**config.mk**
```make
export PLATFORM = sky130hd
export DESIGN_NAME = alu_share_arb
export DESIGN_NICKNAME = d
export VERILOG_FILES = /design/src/rtl/alu_share_arb.sv
export SDC_FILE = /design/constraint.sdc
export NUM_CORES = 1
export LEC_CHECK = 0
export ABC_AREA = 0
export BUFFER_PORTS_ARGS = -buffer_cell sky130_fd_sc_hd__buf_2
export CAP_MARGIN = 0
export CORE_MARGIN = 4
export CORE_UTILIZATION = 44
export CTS_CLUSTER_DIAMETER = 150
export CTS_CLUSTER_SIZE = 30
export DETAILED_ROUTE_END_ITERATION = 10
export HOLD_SLACK_MARGIN = 0.03
export PLACE_DENSITY = 0.85
export SYNTH_ARGS = -nofsm -noshare
export SYNTH_HDL_FRONTEND = slang
export SYNTH_SLANG_ARGS = --single-unit
export TNS_END_PERCENT = 1
```
**constraint.sdc**
```tcl
create_clock -name clk -period 2.33 [get_ports clk]
set_input_delay 0.233 -clock clk [delete_from_list [all_inputs] [get_ports clk]]
set_output_delay 0.233 -clock clk [all_outputs]
set_load 0.01 [all_outputs]
```
**src/rtl/alu_share_arb.sv**
```systemverilog
// alu_share_arb: round-robin sharing of one combinational ALU
// among NREQ requesters, with valid/ready request and response sides.
module alu_share_arb #(
    parameter int WIDTH = 32,
    parameter int NREQ  = 2,
    parameter int IDW   = 3
) (
    input  logic                    clk,
    input  logic                    reset_n,
    input  logic [NREQ-1:0]         req_valid,
    output logic [NREQ-1:0]         req_ready,
    input  logic [NREQ*WIDTH-1:0]   req_a,
    input  logic [NREQ*WIDTH-1:0]   req_b,
    input  logic [NREQ*3-1:0]       req_ctrl,
    output logic [WIDTH-1:0]        alu_a,
    output logic [WIDTH-1:0]        alu_b,
    output logic [2:0]              alu_control,
    input  logic [WIDTH-1:0]        alu_result,
    input  logic                    alu_zero,
    output logic                    rsp_valid,
    input  logic                    rsp_ready,
    output logic [IDW-1:0]          rsp_id,
    output logic [WIDTH-1:0]        rsp_result,
    output logic                    rsp_zero,
    output logic                    rsp_err,
    output logic                    busy
);

    typedef enum logic [1:0] {
        S_IDLE,
        S_EXEC,
        S_RESP
    } state_t;

    state_t           r_state;
    logic [IDW-1:0]   r_last_grant;
    logic [IDW-1:0]   r_gidx;
    logic             r_err_pend;
    logic [WIDTH-1:0] r_alu_a;
    logic [WIDTH-1:0] r_alu_b;
    logic [2:0]       r_alu_ctrl;
    logic             r_rsp_valid;
    logic [IDW-1:0]   r_rsp_id;
    logic [WIDTH-1:0] r_rsp_result;
    logic             r_rsp_zero;
    logic             r_rsp_err;

    logic             w_found;
    logic [IDW-1:0]   w_gidx;
    logic             w_can;
    logic             w_take;
    logic [WIDTH-1:0] w_sel_a;
    logic [WIDTH-1:0] w_sel_b;
    logic [2:0]       w_sel_ctrl;
    logic             w_legal;

    // Rotating priority: indices above last grant first, then wrap to 0.
    always_comb begin
        w_found = 1'b0;
        w_gidx  = '0;
        for (int i = 0; i < NREQ; i++) begin
            if (!w_found && req_valid[i] && i > int'(r_last_grant)) begin
                w_found = 1'b1;
                w_gidx  = IDW'(i);
            end
        end
        for (int i = 0; i < NREQ; i++) begin
            if (!w_found && req_valid[i] && i <= int'(r_last_grant)) begin
                w_found = 1'b1;
                w_gidx  = IDW'(i);
            end
        end
    end

    // Payload mux for the granted requester.
    always_comb begin
        w_sel_a    = '0;
        w_sel_b    = '0;
        w_sel_ctrl = '0;
        for (int i = 0; i < NREQ; i++) begin
            if (w_gidx == IDW'(i)) begin
                w_sel_a    = req_a[i*WIDTH +: WIDTH];
                w_sel_b    = req_b[i*WIDTH +: WIDTH];
                w_sel_ctrl = req_ctrl[i*3 +: 3];
            end
        end
    end

    assign w_can   = (r_state == S_IDLE) ||
                     ((r_state == S_RESP) && rsp_ready);
    assign w_take  = w_can && w_found;
    assign w_legal = w_sel_ctrl inside {3'b000, 3'b001, 3'b010,
                                        3'b011, 3'b101};

    // One-hot ready at the granted index, only when a slot is free.
    always_comb begin
        req_ready = '0;
        for (int i = 0; i < NREQ; i++) begin
            req_ready[i] = w_take && (w_gidx == IDW'(i));
        end
    end

    // Capture the accepted operation and drive it onto the ALU.
    always_ff @(posedge clk or negedge reset_n) begin
        if (!reset_n) begin
            r_alu_a      <= '0;
            r_alu_b      <= '0;
            r_alu_ctrl   <= 3'b000;
            r_gidx       <= '0;
            r_last_grant <= IDW'(NREQ - 1);
            r_err_pend   <= 1'b0;
        end else if (w_take) begin
            r_alu_a      <= w_sel_a;
            r_alu_b      <= w_sel_b;
            r_alu_ctrl   <= w_sel_ctrl;
            r_gidx       <= w_gidx;
            r_last_grant <= w_gidx;
            r_err_pend   <= !w_legal;
        end
    end

    // Sequencer: IDLE -> EXEC -> RESP, with overlap of accept and response.
    always_ff @(posedge clk or negedge reset_n) begin
        if (!reset_n) begin
            r_state      <= S_IDLE;
            r_rsp_valid  <= 1'b0;
            r_rsp_id     <= '0;
            r_rsp_result <= '0;
            r_rsp_zero   <= 1'b0;
            r_rsp_err    <= 1'b0;
        end else begin
            unique case (r_state)
                S_IDLE: begin
                    if (w_take) begin
                        r_state <= S_EXEC;
                    end
                end
                S_EXEC: begin
                    r_rsp_result <= r_err_pend ? '0 : alu_result;
                    r_rsp_zero   <= r_err_pend ? 1'b0 : alu_zero;
                    r_rsp_err    <= r_err_pend;
                    r_rsp_id     <= r_gidx;
                    r_rsp_valid  <= 1'b1;
                    r_state      <= S_RESP;
                end
                S_RESP: begin
                    if (rsp_ready) begin
                        r_rsp_valid <= 1'b0;
                        r_state     <= w_take ? S_EXEC : S_IDLE;
                    end
                end
                default: begin
                    r_state <= S_IDLE;
                end
            endcase
        end
    end

    assign alu_a       = r_alu_a;
    assign alu_b       = r_alu_b;
    assign alu_control = r_alu_ctrl;
    assign rsp_valid   = r_rsp_valid;
    assign rsp_id      = r_rsp_id;
    assign rsp_result  = r_rsp_result;
    assign rsp_zero    = r_rsp_zero;
    assign rsp_err     = r_rsp_err;
    assign busy        = (r_state != S_IDLE);

endmodule
```
* Yosys cells after proc, flatten, opt, wreduce, memory -nomap -nowiden
Index checks and enable logic that the tools add are counted.
Storage, ports and cells: register bits after elaboration 114, latch bits 0, bits in writable memories 0, bits in read-only memories 0, bits of input ports 172, memories kept 0
Cells by class: add/sub/neg operators 0, $mul 0, div/mod/pow operators 0, magnitude comparators 2, eq/ne operators 9, shifts and indexed selects 0, muxes and demuxes 20, bitwise gates (word level) 0, reduce and logical (&&, ||, !) cells 20
Operators by type and width (number):
- $mux W32 | 5
- $mux W1 | 9
- $logic_and A1 B1 Y1 | 8
- $eq A3 B1 Y1 const B | 2
- $eq A3 B2 Y1 const B | 2
- $logic_not A3 Y1 | 2
- $mux W3 | 2
- $pmux W2 S3 | 1
- $reduce_bool A5 Y1 | 1
- $mux W2 | 2
- $ne A2 B2 Y1 const B | 2
- $reduce_and A2 Y1 | 2
- $reduce_bool A2 Y1 | 2
- $eq A3 B3 Y1 const B | 1
- $gt A1 B3 Y1 const A | 1
- $le A1 B3 Y1 const A | 1
- $logic_not A1 Y1 | 3
- $eq A2 B1 Y1 const B | 1
- $eq A2 B2 Y1 const B | 1
- $logic_not A2 Y1 | 1
- $pmux W1 S2 | 1
- $logic_or A1 B1 Y1 | 1

* Longest topological paths before layout
depth after elaboration 16, gate-level depth with buffers 7, gate-level depth less buffers 4

* Worst setup path after synthesis
No wires, ideal clock.
path kind register -> register, from register r_state[1], to register r_alu_ctrl[0], in the netlist alu_control[0], setup time 0.125 ns, arrival time 1.543 ns, slack 0.663 ns, stages on the path, launching flop included 7, path through dfrtp_1 -> nor2b_4 -> or3_1 -> clkbuf_1 -> buf_6 -> inv_1 -> mux2_2
On the way: longest elaborated chain between the ends 4, elaborated cells between the ends (all ways) 5, those cells by class 1 x eq/ne; 4 x reduce/logical
Ends and longest elaborated chain:
- from (decl) | line 35 | state_t r_state;
- from (signal assigned) | line 149 | r_state <= w_take ? S_EXEC : S_IDLE;
- $eq A2 B2 Y1 | line 90 | ((r_state == S_RESP) && rsp_ready);
- $logic_and A1 B1 Y1 | line 90
- $logic_or A1 B1 Y1 (*) | line 89 | assign w_can = (r_state == S_IDLE) ||
- $logic_and A1 B1 Y1 (*) | line 91 | assign w_take = w_can && w_found;
- to (signal assigned) | line 115 | r_alu_ctrl <= w_sel_ctrl;
- to (decl) | line 41 | logic [2:0] r_alu_ctrl;
Every way passes the cells marked *; elsewhere a longest branch is shown, timed or not. A chain may end at the register's enable or synchronous reset.

* Worst setup path in the final report
from register r_last_grant[0], to output port req_ready[0]
On the way: longest elaborated chain between the ends 12, elaborated cells between the ends (all ways) 17, those cells by class 2 x order compare; 6 x mux; 9 x reduce/logical
Ends and longest elaborated chain:
- from (decl) | line 36 | logic [IDW-1:0] r_last_grant;
- from (signal assigned) | line 110 | r_last_grant <= IDW'(NREQ - 1);
- from (signal assigned) | line 117 | r_last_grant <= w_gidx;
- $gt A1 B3 Y1 | line 62 | if (!w_found && req_valid[i] && i > int'(r_last_grant)) begin
- $logic_and A1 B1 Y1 | line 62
- $mux W1 | line 62
- $logic_not A1 Y1 | line 68 | if (!w_found && req_valid[i] && i <= int'(r_last_grant)) begin
- $logic_and A1 B1 Y1 | line 68
- $mux W1 | line 68
- $logic_not A1 Y1 | line 68
- $logic_and A1 B1 Y1 (2 in series) | line 68
- $mux W1 | line 68
- $logic_not A3 Y1 / $logic_and A1 B1 Y1 (equally long branches) | line 99, 91
- $logic_and A1 B1 Y1 (*) | line 99 | req_ready[i] = w_take && (w_gidx == IDW'(i));
- to (decl) | line 11 | output logic [NREQ-1:0] req_ready,
Marked as above.

==> summary.txt <==
Clock network
  – Worst-Skew Late Latency: approximately 360 ps
  – Clk slew on worst S/H paths: 100 ps
  – CTS sink cnt: ~110
  – Clk root buf: clkbuf_8
  – Hold Buf Count CTS: 1
  – PostCTS Resize Cnt: 0
  – CTS Buf Count: 9
  – CTS tree: done
  – Bufs on Longest Clock Path: 2
  – Post-CTS Setup Inserts: 0
  – H-tree depth: 3

Synthesis
  – Main synth FF type: dfrtp_1
  – Distinct cells, synth: 31
  – Async SR Flop Fraction: 100%
  – Number of synthesized flops with an enable pin: 0
  – Yosys warns: 0
  – Post-Synthesis Cells: 419
  – Synth top cells by count: dfrtp_1, nor4b_1, a221o_1
  – Avg Cell Area, Syn: between 10 and 15 sq um
  – Register area share after synthesis: between 50% and 60%
  – Post-synth top area cell: dfrtp_1
  – Count leader, synth: dfrtp_1
  – Most area-consuming cells after synthesis: dfrtp_1, a221o_1, nor4b_1, nand2b_1, o21ai_0
  – Post-synthesis register bit count: 108
  – Netlist Area Pre-Place: just under 5000 sq um
  – Top-area cell type share of the netlist area: between 50% and 60%

Floorplan
  – Cell Rows: 38
  – Initial Utilization: 45.0%
  – # IOs: 280
  – Die Wd: ~110 um
  – Core area: 10800 sq um
  – DIE HEIGHT: 113 um
  – Die ar.: 12800 sq um

Placed design
  – Placer congestion estimate: ~0.9
  – IO Port Bufs: approximately 280
  – Area after DPL: between 6000 and 7000 sq um
  – Final HPWL DP: between 10 and 15 mm

Worst setup path
  – Worst EP arrival: between 1500 and 2000 ps
  – Critical path endpoint category: primary output
  – Required @ worst endpoint: ~2100 ps
  – Crit Path Category: reg -> out
  – Worst setup SP type: register
  – CP Max Fanout: 33

Timing
  – Slew @ Worst Pin: 822 ps
  – Unrepaired setup endpoints after global routing: false
  – Fmax: around 500 MHz
  – Slew HR: 45.2%
  – Fin crit period: between 2000 and 2500 ps
  – Worst Skew: 12.9 ps
  – Final count of pins violating max slew: 0
  – Setup TNS: 0 ps
  – Final hold violations: 0
  – Final Cycle Share: between 80% and 90%
  – Final setup viols: 0

Pwr
  – Sw Ratio: around two fifths
  – Psw: 3.12 mW
  – Seq pwr share: 41.8%
  – Leak: roughly 3.3 nW
  – Max IR drop VDD: ~0.55 mV
  – Combinational Power Share: roughly 45%
  – Pwr dens: around 1200 nW/um^2
  – Power share of the clock group: a little over an eighth
  – Internal power: between 4 and 5 mW

Min path
  – Hold Path Class: in -> reg

Global routing
  – Initial antenna violation count: 0
  – Tot GR Track Use: 22.9%
  – Grt total ovfl: 0
  – First-pass GRT wire length: roughly 24 mm
  – Vias in the first global route: ~4700
  – Largest net degree at the start of global routing: 57

Drt
  – Via/cell ratio: about 5.7
  – Pre-Repair DR Iteration Count: 4
  – DRC Markers: 0
  – Final WL: about 15 mm
  – Drt initial violations: 350
  – DR vias: approximately 4700
  – Routed len/inst: ~19 um
  – Final ANT Viol Nets: 0

Flow run
  – Max-Cap Viols: 0

Outcome
  – Status: complete, no violations

Layout
  – Design Area, Final: between 6000 and 7000 sq um
  – Fraction of layout cells with a size suffix above 1: 46.8%
  – Synth-to-layout area growth: 34.0%
  – Nets: 844
  – Number of diodes: 0
-- critical path: stages, from the launching register on --
cell and delay, ps:
dfstp_2 560, nor2b_1 70, nor4b_2 370, buf_12 250, buf_2 160
-- cell usage in the layout, fill, tap and decap left out, types with 2 or more instances in the layout --
cell type / instances
buf_2: 276
dfrtp_1: 106
nor4b_1: 64
a221o_1: 64
nand2b_1: 35
nand2_1: 35
o21ai_0: 34
buf_4: 12
clkbuf_8: 11
mux2_2: 4
clkinv_2: 3
inv_1: 2
mux2_1: 2
a21o_1: 2
nor3b_1: 2
a21oi_1: 2
conb_1: 2
buf_12: 2
-- layer usage --
metal | wire, um | vias up | track usage, %
met2 | 7440 | 270 | 37.4
li1 | - | 2101 | -
met1 | 6000 | 2256 | 29.2
met4 | 370 | 0 | 6.97
met3 | 1470 | 31 | 7.27
met5 | 0 | - | 0
-- final cells by class --
cell class	count	area, sq um
Fill cell	877	4300
Sequential cell	108	2710
Multi-Input combinational cell	260	1950
Timing Repair Buffer	291	1520
Tap cell	140	175
Clock buffer	12	155
Clock inverter	4	23.8
Inverter	2	7.51
-- sequential cells by signal, indices dropped and copies added, names as in the netlist, 2 cells and up --
register	flops
alu_a	32
alu_b	32
alu_control	3
r_state	2
rsp_result	32
-- stage by stage --
stage / total power, mW / hold WS (ps) / cells / worst slack [ps] / util [%]
after floorplan: 5.38 / -62.6 / 420 / 663 / -
after global placement: 6.76 / 204 / 800 / 549 / 58.6
after detailed placement: 6.93 / 214 / 800 / 473 / 58.6
after CTS: 8.00 / 79.7 / 817 / 284 / 60.4
after global routing: 8.49 / 66.4 / 817 / 202 / 60.4
final: 7.92 / 98.8 / 817 / 321 / 60.4
-- path summary, 6_finish.rpt --
path	startpoint	depth (start not counted)	slack, ps	to
worst max register to register	r_state[1]	4	470	alu_a[23]
min in group asynchronous	reset_n	2	360	alu_b[11]
worst min-delay path	req_a[29]	2	100	alu_a[29]
max in group asynchronous	reset_n	3	1250	r_last_grant[0]
worst min register to register	rsp_result[21]	2	480	rsp_result[21]
worst max-delay path	r_last_grant[0]	4	320	req_ready[0]
-- kinds of logic after synthesis --
group	after synthesis	synth area share, %
AOI/OAI and AO/OA	108	18.2
buffers and inverters	52	4.84
DFF	108	55.4
muxes	6	1.38
other	1	0.0768
and+or+nand+nor	144	20.1
-- power by group through the flow --
stage          logic [mW]  registers, mW  clock network, mW
2_1_floorplan        1.75           3.63                  0
5_1_grt              3.88           3.43               1.17
3_3_place_gp         3.45           3.31                  0
3_5_place_dp         3.62           3.31                  0
6_report             3.55           3.32               1.06
4_1_cts              3.60           3.31               1.09
Power figures use the tool's default switching activity.
